===== config.mk =====
export PLATFORM = sky130hd
export DESIGN_NAME = ex_muldiv
export DESIGN_NICKNAME = d
export VERILOG_FILES = /design/src/rtl/ex_muldiv.sv
export SDC_FILE = /design/constraint.sdc
export NUM_CORES = 2
export LEC_CHECK = 0
export CORE_AREA = 5 5 369 371
export CTS_CLUSTER_SIZE = 20
export DETAILED_ROUTE_END_ITERATION = 6
export DIE_AREA = 0 0 374 376
export PLACE_DENSITY_LB_ADDON = 0.25
export SYNTH_ARGS = -nofsm -noshare
export SYNTH_HDL_FRONTEND = slang
export SYNTH_SLANG_ARGS = --single-unit

===== constraint.sdc =====
create_clock -name cpu_clk -period 18.3 [get_ports cpu_clk]
set_input_delay 2.745 -clock cpu_clk [delete_from_list [all_inputs] [get_ports cpu_clk]]
set_output_delay 2.745 -clock cpu_clk [all_outputs]
set_load 0.02 [all_outputs]

===== src/rtl/ex_muldiv.sv =====
// EX-stage HI/LO multiply/divide unit: single-cycle mult/multu, radix-2 restoring div/divu.
// Optional feature: define MULDIV_DIVZERO_FLAG_EN to add the div_zero output and short-circuit divide-by-zero.
module ex_muldiv #(
    parameter int WIDTH = 32,
    parameter int CNT_W = 6
) (
    input  logic             cpu_clk,
    input  logic             reset,
    input  logic             flush,
    input  logic             start,
    input  logic [5:0]       func,
    input  logic             mthi,
    input  logic             mtlo,
    input  logic [WIDTH-1:0] op_a,
    input  logic [WIDTH-1:0] op_b,
`ifdef MULDIV_DIVZERO_FLAG_EN
    output logic             div_zero,
`endif
    output logic             busy,
    output logic             done,
    output logic [WIDTH-1:0] hi,
    output logic [WIDTH-1:0] lo
);

    localparam logic [5:0] FUNC_MULT  = 6'h18;
    localparam logic [5:0] FUNC_MULTU = 6'h19;
    localparam logic [5:0] FUNC_DIV   = 6'h1A;
    localparam logic [5:0] FUNC_DIVU  = 6'h1B;

    typedef enum logic [1:0] {
        S_IDLE,
        S_DIV,
        S_FIX
    } state_t;

    state_t             state_q;
    logic [CNT_W-1:0]   cnt_q;
    logic [WIDTH-1:0]   hi_q, lo_q;
    logic [WIDTH-1:0]   rem_q, quo_q, dvsr_q;
    logic               q_neg_q, r_neg_q;
    logic               done_q;
`ifdef MULDIV_DIVZERO_FLAG_EN
    logic               div_zero_q;
`endif

    logic               is_mul, is_div, is_signed;
    logic               a_neg, b_neg;
    logic [WIDTH-1:0]   abs_a, abs_b;
    logic [2*WIDTH-1:0] mul_a, mul_b, prod_d;
    logic [WIDTH:0]     rem_shift, diff;
    logic [WIDTH-1:0]   rem_d, quo_d;

    // Operand decode and the single-cycle product.
    // NOTE: every always_comb output gets a default first, so no path can infer a latch.
    always_comb begin
        is_mul    = (func == FUNC_MULT) || (func == FUNC_MULTU);
        is_div    = (func == FUNC_DIV)  || (func == FUNC_DIVU);
        is_signed = (func == FUNC_MULT) || (func == FUNC_DIV);
        a_neg     = is_signed & op_a[WIDTH-1];
        b_neg     = is_signed & op_b[WIDTH-1];
        abs_a     = a_neg ? (~op_a + 1'b1) : op_a;
        abs_b     = b_neg ? (~op_b + 1'b1) : op_b;
        // Low 2*WIDTH bits of the extended product equal the true signed/unsigned product.
        mul_a     = {{WIDTH{a_neg}}, op_a};
        mul_b     = {{WIDTH{b_neg}}, op_b};
        prod_d    = mul_a * mul_b;
    end

    // One restoring-division step: shift the next dividend bit in, subtract if it fits.
    always_comb begin
        rem_shift = {rem_q, quo_q[WIDTH-1]};
        diff      = rem_shift - {1'b0, dvsr_q};
        rem_d     = rem_shift[WIDTH-1:0];
        quo_d     = {quo_q[WIDTH-2:0], 1'b0};
        if (!diff[WIDTH]) begin
            rem_d = diff[WIDTH-1:0];
            quo_d = {quo_q[WIDTH-2:0], 1'b1};
        end
    end

    // NOTE: sequential state uses non-blocking assignments only, so every register samples pre-edge values.
    always_ff @(posedge cpu_clk) begin
        if (reset) begin
            state_q    <= S_IDLE;
            cnt_q      <= '0;
            hi_q       <= '0;
            lo_q       <= '0;
            rem_q      <= '0;
            quo_q      <= '0;
            dvsr_q     <= '0;
            q_neg_q    <= 1'b0;
            r_neg_q    <= 1'b0;
            done_q     <= 1'b0;
`ifdef MULDIV_DIVZERO_FLAG_EN
            div_zero_q <= 1'b0;
`endif
        end else begin
            done_q     <= 1'b0;
`ifdef MULDIV_DIVZERO_FLAG_EN
            div_zero_q <= 1'b0;
`endif
            if (flush) begin
                state_q <= S_IDLE;
            end else begin
                case (state_q)
                    S_IDLE: begin
                        if (start && is_mul) begin
                            {hi_q, lo_q} <= prod_d;
                            done_q       <= 1'b1;
                        end else if (start && is_div) begin
`ifdef MULDIV_DIVZERO_FLAG_EN
                            if (op_b == '0) begin
                                done_q     <= 1'b1;
                                div_zero_q <= 1'b1;
                            end else begin
`endif
                                rem_q   <= '0;
                                quo_q   <= abs_a;
                                dvsr_q  <= abs_b;
                                q_neg_q <= a_neg ^ b_neg;
                                r_neg_q <= a_neg;
                                cnt_q   <= '0;
                                state_q <= S_DIV;
`ifdef MULDIV_DIVZERO_FLAG_EN
                            end
`endif
                        end else if (!start) begin
                            if (mthi) hi_q <= op_a;
                            if (mtlo) lo_q <= op_a;
                        end
                    end
                    S_DIV: begin
                        rem_q <= rem_d;
                        quo_q <= quo_d;
                        cnt_q <= cnt_q + 1'b1;
                        if (cnt_q == CNT_W'(WIDTH - 1)) state_q <= S_FIX;
                    end
                    S_FIX: begin
                        lo_q    <= q_neg_q ? (~quo_q + 1'b1) : quo_q;
                        hi_q    <= r_neg_q ? (~rem_q + 1'b1) : rem_q;
                        done_q  <= 1'b1;
                        state_q <= S_IDLE;
                    end
                    default: state_q <= S_IDLE;
                endcase
            end
        end
    end

    assign busy = (state_q != S_IDLE);
    assign done = done_q;
    assign hi   = hi_q;
    assign lo   = lo_q;
`ifdef MULDIV_DIVZERO_FLAG_EN
    assign div_zero = div_zero_q;
`endif

endmodule


* Word-level counts from Yosys, hierarchy flattened
Cells that the tools add are included.
** Word-level totals
- Memories :: 0
- Bits in registers :: 171
- Bits in writable memories :: 0
- Logic and storage cells :: 86
- Bits in read-only memories :: 0
- Output and inout bits :: 66
- Bits in latches :: 0
** Cells by class
- Div/mod/pow operators :: 0
- Reduce and logical (&&, ||, !) cells :: 15
- Muxes and demuxes :: 31
- Shifts and indexed selects :: 0
- Multipliers :: 1
- Order comparisons :: 0
- Add/subtract/negate cells :: 6
- Bitwise gates (word level) :: 9
- Eq/ne operators :: 14
** Operators with widths (number)
- $mux 32 :: 17
- $pmux 32 s2 :: 4
- $add 32x1->32 const B :: 4
- $not 32->32 :: 4
- $mul 33x33->64 :: 1
- $sub 33x32->33 :: 1
- $eq 6x5->1 const B :: 5
- $mux 6 :: 2
- $ne 3x3->1 const B :: 4
- $pmux 6 s2 :: 1
- $reduce_and 5->1 :: 2
- $reduce_and 4->1 :: 2
- $add 6x1->6 const B :: 1
- $mux 2 :: 3
- $ne 2x2->1 const B :: 3
- $reduce_bool 2->1 :: 3
- $pmux 2 s2 :: 1
- $logic_or 1x1->1 :: 3
- $reduce_and 3->1 :: 1
- $and 1x1->1 :: 2
- $eq 2x1->1 const B :: 1
- $eq 2x2->1 const B :: 1
- $logic_and 1x1->1 :: 2
- $logic_not 2->1 :: 1
- other kinds (5) :: 7

* Depth between registers and ports, before layout
- Word-level depth :: 7
- Gate-level depth with buffers :: 34
- Mapped depth without buffers :: 30

* Worst setup path before layout
Ideal clock, no wire load.
- Kind :: input -> register
- Start point :: input port func[5]
- End point :: register hi_q[31] (netlist: hi[31])
- Arrival :: 11.200 ns
- Stages :: 34
- Data required time :: 18.163 ns
- Buffers on the path :: 4
- Path slack :: 6.964 ns
- Cells stage by stage :: nor4bb_1 nor2b_1 and2_1 clkbuf_1 clkbuf_1 buf_1 nand2_1 inv_1 fa_1 inv_1 fa_1 inv_1 fa_1 fa_1 inv_1 fa_1 inv_1 fa_1 inv_1 fa_1 fa_1 inv_1 ha_1 clkbuf_1 and2_1 o21a_1 nor2_1 o21ai_0 a21oi_1 nand2b_1 o21ai_0 a311oi_1 xnor2_1 a31oi_1
** On the way
- Cells in the longest elaborated chain, start to end :: 6
- Elaborated cells between the ends (all ways) :: 18
- Classes of those cells :: mul: 1; eq/ne: 7; mux: 2; bitwise: 2; reduce/logical: 6
** RTL lines
- start: declaration :: RTL line 11 : input logic [5:0] func,
- $eq 6x5->1 (on tied branches) :: RTL line 56, 58, 57
- $logic_or 1x1->1 :: RTL line 58 : is_signed = (func == FUNC_MULT) || (func == FUNC_DIV);
- $and 1x1->1 (on tied branches) :: RTL line 59, 60
- $mul 33x33->64 :: RTL line 66 : prod_d = mul_a * mul_b;
- $mux 32 :: RTL line 107 : if (start && is_mul) begin
- $pmux 32 s2 :: RTL line 105 : case (state_q)
- end signal: assignment :: RTL line 108 : {hi_q, lo_q} <= prod_d;
- end signal: assignment :: RTL line 128 : if (mthi) hi_q <= op_a;
- end signal: assignment :: RTL line 140 : hi_q <= r_neg_q ? (~rem_q + 1'b1) : rem_q;
- end: declaration :: RTL line 38 : logic [WIDTH-1:0] hi_q, lo_q;
Several ways; a longest one is shown, not always the timed one.
A chain may end at the register's enable or synchronous reset.

* Worst setup path in the final report
- Start point :: input port func[3]
- End point :: register hi_q[25] (netlist: hi[25])
Same word-level chain as after synthesis.

==> results.md <==
* Status: complete, no violations
* I/O Buffers at 141
* H-tree lvl count at 4
* Area of the multi-input gates at 40500 um^2
* Post-synth ARST share at 0
* CTS buffer count at 17
* Final setup vio count at 0
* Setup TNS at 0 ps
* Slew margin rel. at 0.181
* CORE AREA at 133000 um^2
* Yosys top cell area share at 0.452
* Worst hold-check path type: register to register
* RSZ-0062 raised after global routing: no
* Top cells by count, synth: 1194 x inv_1, 1126 x fa_1, 986 x nand2_1, 290 x and2_1, 290 x clkbuf_1
* Area Growth Syn to Fin at 6.63%
* Hold_buf cts at 0
* Fmax achieved at 78.1 MHz
* FP Rows at 134
* Post-DP HPWL at 128 mm
* Top_reg_cell synth: dfxtp_1
* Fraction of layout cells with a size suffix above 1 at 0.0349
* Part of the cycle the worst path needs at 0.699
* Crit-path max cell delay at 770 ps
* Max-cap violation count at 0
* Worst Max-Slew Pin Slew at 1220 ps
* Internal reg-to-reg setup slack at 13850 ps
* CP max stage cell: nand2_1
* WHS at 454 ps
* Final WL at 167 mm
* Post-route cell area at 53100 um^2
* Hold depth at 2
* Count of state elements after synthesis at 171
* Dpl ws at 5000 ps
* Pre-antenna DRT Iters at 6
* Clk pin slew, worst setup/hold paths at 70 ps
* Hold Path Sink: lo[22]$_SDFFE_PP0P_
* Worst setup EP type: register
* Initial core utilization at 0.376
* Placer's final routability congestion estimate at 0.928
* I/O Pins at 142
* First-pass GRT wire length at 259 mm
* Minimum clock period at 12800 ps
* Most frequent cell after synthesis: inv_1
* Unique masters post-synth at 78
* Final Slew Violations at 0
* Number of synthesized flops with an enable pin at 0
* Kind of critical path: input pin to register
* Dominant cell type by area after synthesis: fa_1
* Avg Synthesized Cell Area at 8.50 um^2
* Total GRT Usage at 0.239
* Worst setup SP type: input pin
* DRC at 0
* Critical path fanouts, max at 26
* Setup Buffers After CTS at 0
* Clock Root Buffer: clkbuf_16
* Die X at 374 um
* Reg2reg end: rem_q[29]$_SDFFE_PP0P_
* Clk_skew at 12.5 ps
* Max clock buf depth at 2
* Antenna viol nets, final at 0
* Final worst setup slack at 5500 ps
* Clock sink total at 171
* Detailed-route wire length per cell at 22.3 um
* Starting DRT DRC Count at 3421
* Initial antenna violation count at 7
* Filler cell count at 13502
* Final Hold Viols at 0
* Critical path arrival at 13150 ps
* Grt total ovfl at 0
* Top cells by area, synth: fa_1 45%, inv_1 9.0%, nand2_1 7.4%
* Vias at 40041
* Synth warn at 0
* Vias in the first global route at 41716
* CP most frequent cell: fa_1
* Resized Gates After CTS at 0
* Hold Startpoint: lo[22]$_SDFFE_PP0P_
* Die H at 376 um
* Critical R2R Launch: rem_q[0]$_SDFFE_PP0P_
* # nets final at 7172
* Synthesized area at 49800 um^2
* Syn Nets at 7314
* Placed cell areas at 52500 um^2
* WP data required at 18650 ps
* TritonCTS clock tree: done
* Reg area at 3420 um^2
* Via density at 5.33
* Largest net degree at the start of global routing at 68
* Worst reg-to-reg path cell count at 12
* Post-synthesis sequential area ratio at 0.0687
* Latest clock arrival within the worst-skew pair at 460 ps
* DIE AREA at 141000 um^2
* Cells after Synth at 5863
[logic make-up (layout without fill, tap and decap cells)]
family	Yosys count	after routing	synth area share
other	0	4	0
AO/OA/AOI/OAI	723	723	0.0946
buffers and inverters	1583	1454	0.120
multiplexers	16	16	0.00326
flip-flops	171	171	0.0687
AND/OR/NAND/NOR	1782	1782	0.162
XOR/XNOR	213	213	0.0374
adder cells (fa/ha/maj)	1375	1375	0.515
[state kept, by name (all words and copies together), names as in the netlist, 2 cells and up]
signal   count
dvsr_q      32
quo_q       32
lo          32
state_q      2
cnt_q        6
rem_q       32
hi          32
[area by class of cell]
class | count | area share
multi-input combinational | 4109 | 0.763
inverter | 1194 | 0.0843
sequential | 171 | 0.0644
tap | 1768 | 0.0416
timing repair buffer | 228 | 0.0355
clock buffer | 17 | 0.00801
clock inverter | 15 | 0.00330
antenna | 4 | 0.000188
[stage by stage]
step | utilization | cells
after global routing | 0.401 | 7504
after global placement | 0.396 | 7470
final | 0.401 | 7506
after detailed placement | 0.396 | 7470
after floorplan | - | 5863
after CTS | 0.401 | 7502
[layer usage]
| metal | global-route usage | share of wire | vias to the layer above | routed length (um) |
|---|---|---|---|---|
| li1 | - | - | 17492 | - |
| met2 | 0.386 | 0.45 | 1513 | 75800 |
| met4 | 0.0757 | 0.040 | 2 | 6730 |
| met1 | 0.333 | 0.43 | 20759 | 72200 |
| met5 | 0 | 0.000078 | - | 13 |
| met3 | 0.0348 | 0.074 | 275 | 12400 |
[worst max path at each step]
stage | from | endpoint | slack (ps) | cells past startpoint
2_1_floorplan | func[5] | hi[31]$_SDFFE_PP0P_ | 6960 | 34
3_3_place_gp | func[3] | hi[25]$_SDFFE_PP0P_ | 5250 | 30
3_5_place_dp | func[3] | hi[25]$_SDFFE_PP0P_ | 5000 | 30
4_1_cts | func[3] | hi[25]$_SDFFE_PP0P_ | 5470 | 30
5_1_grt | func[3] | hi[25]$_SDFFE_PP0P_ | 4850 | 30
6_report | func[3] | hi[25]$_SDFFE_PP0P_ | 5500 | 30
[critical path: cells and delay by family]
family                   cells  cell delay (ps)
buffers and inverters        7             2150
adder cells (fa/ha/maj)      9             4180
AO/OA/AOI/OAI                7             1650
AND/OR/NAND/NOR              7             2380
[cells in the final DEF, fill, tap and decap left out, types with 105 or more instances in the layout]
master and instances:
o21ai_0 146, fa_1 1126, xnor2_1 116, dfxtp_1 171
ha_1 249, nand2_1 986, nor2_1 249, inv_1 1193
and2_1 289, a21oi_1 202, clkdlybuf4s50_1 105
Power is not shown: default switching activity piles up to over one toggle a cycle in this logic, so the estimate is an artifact.
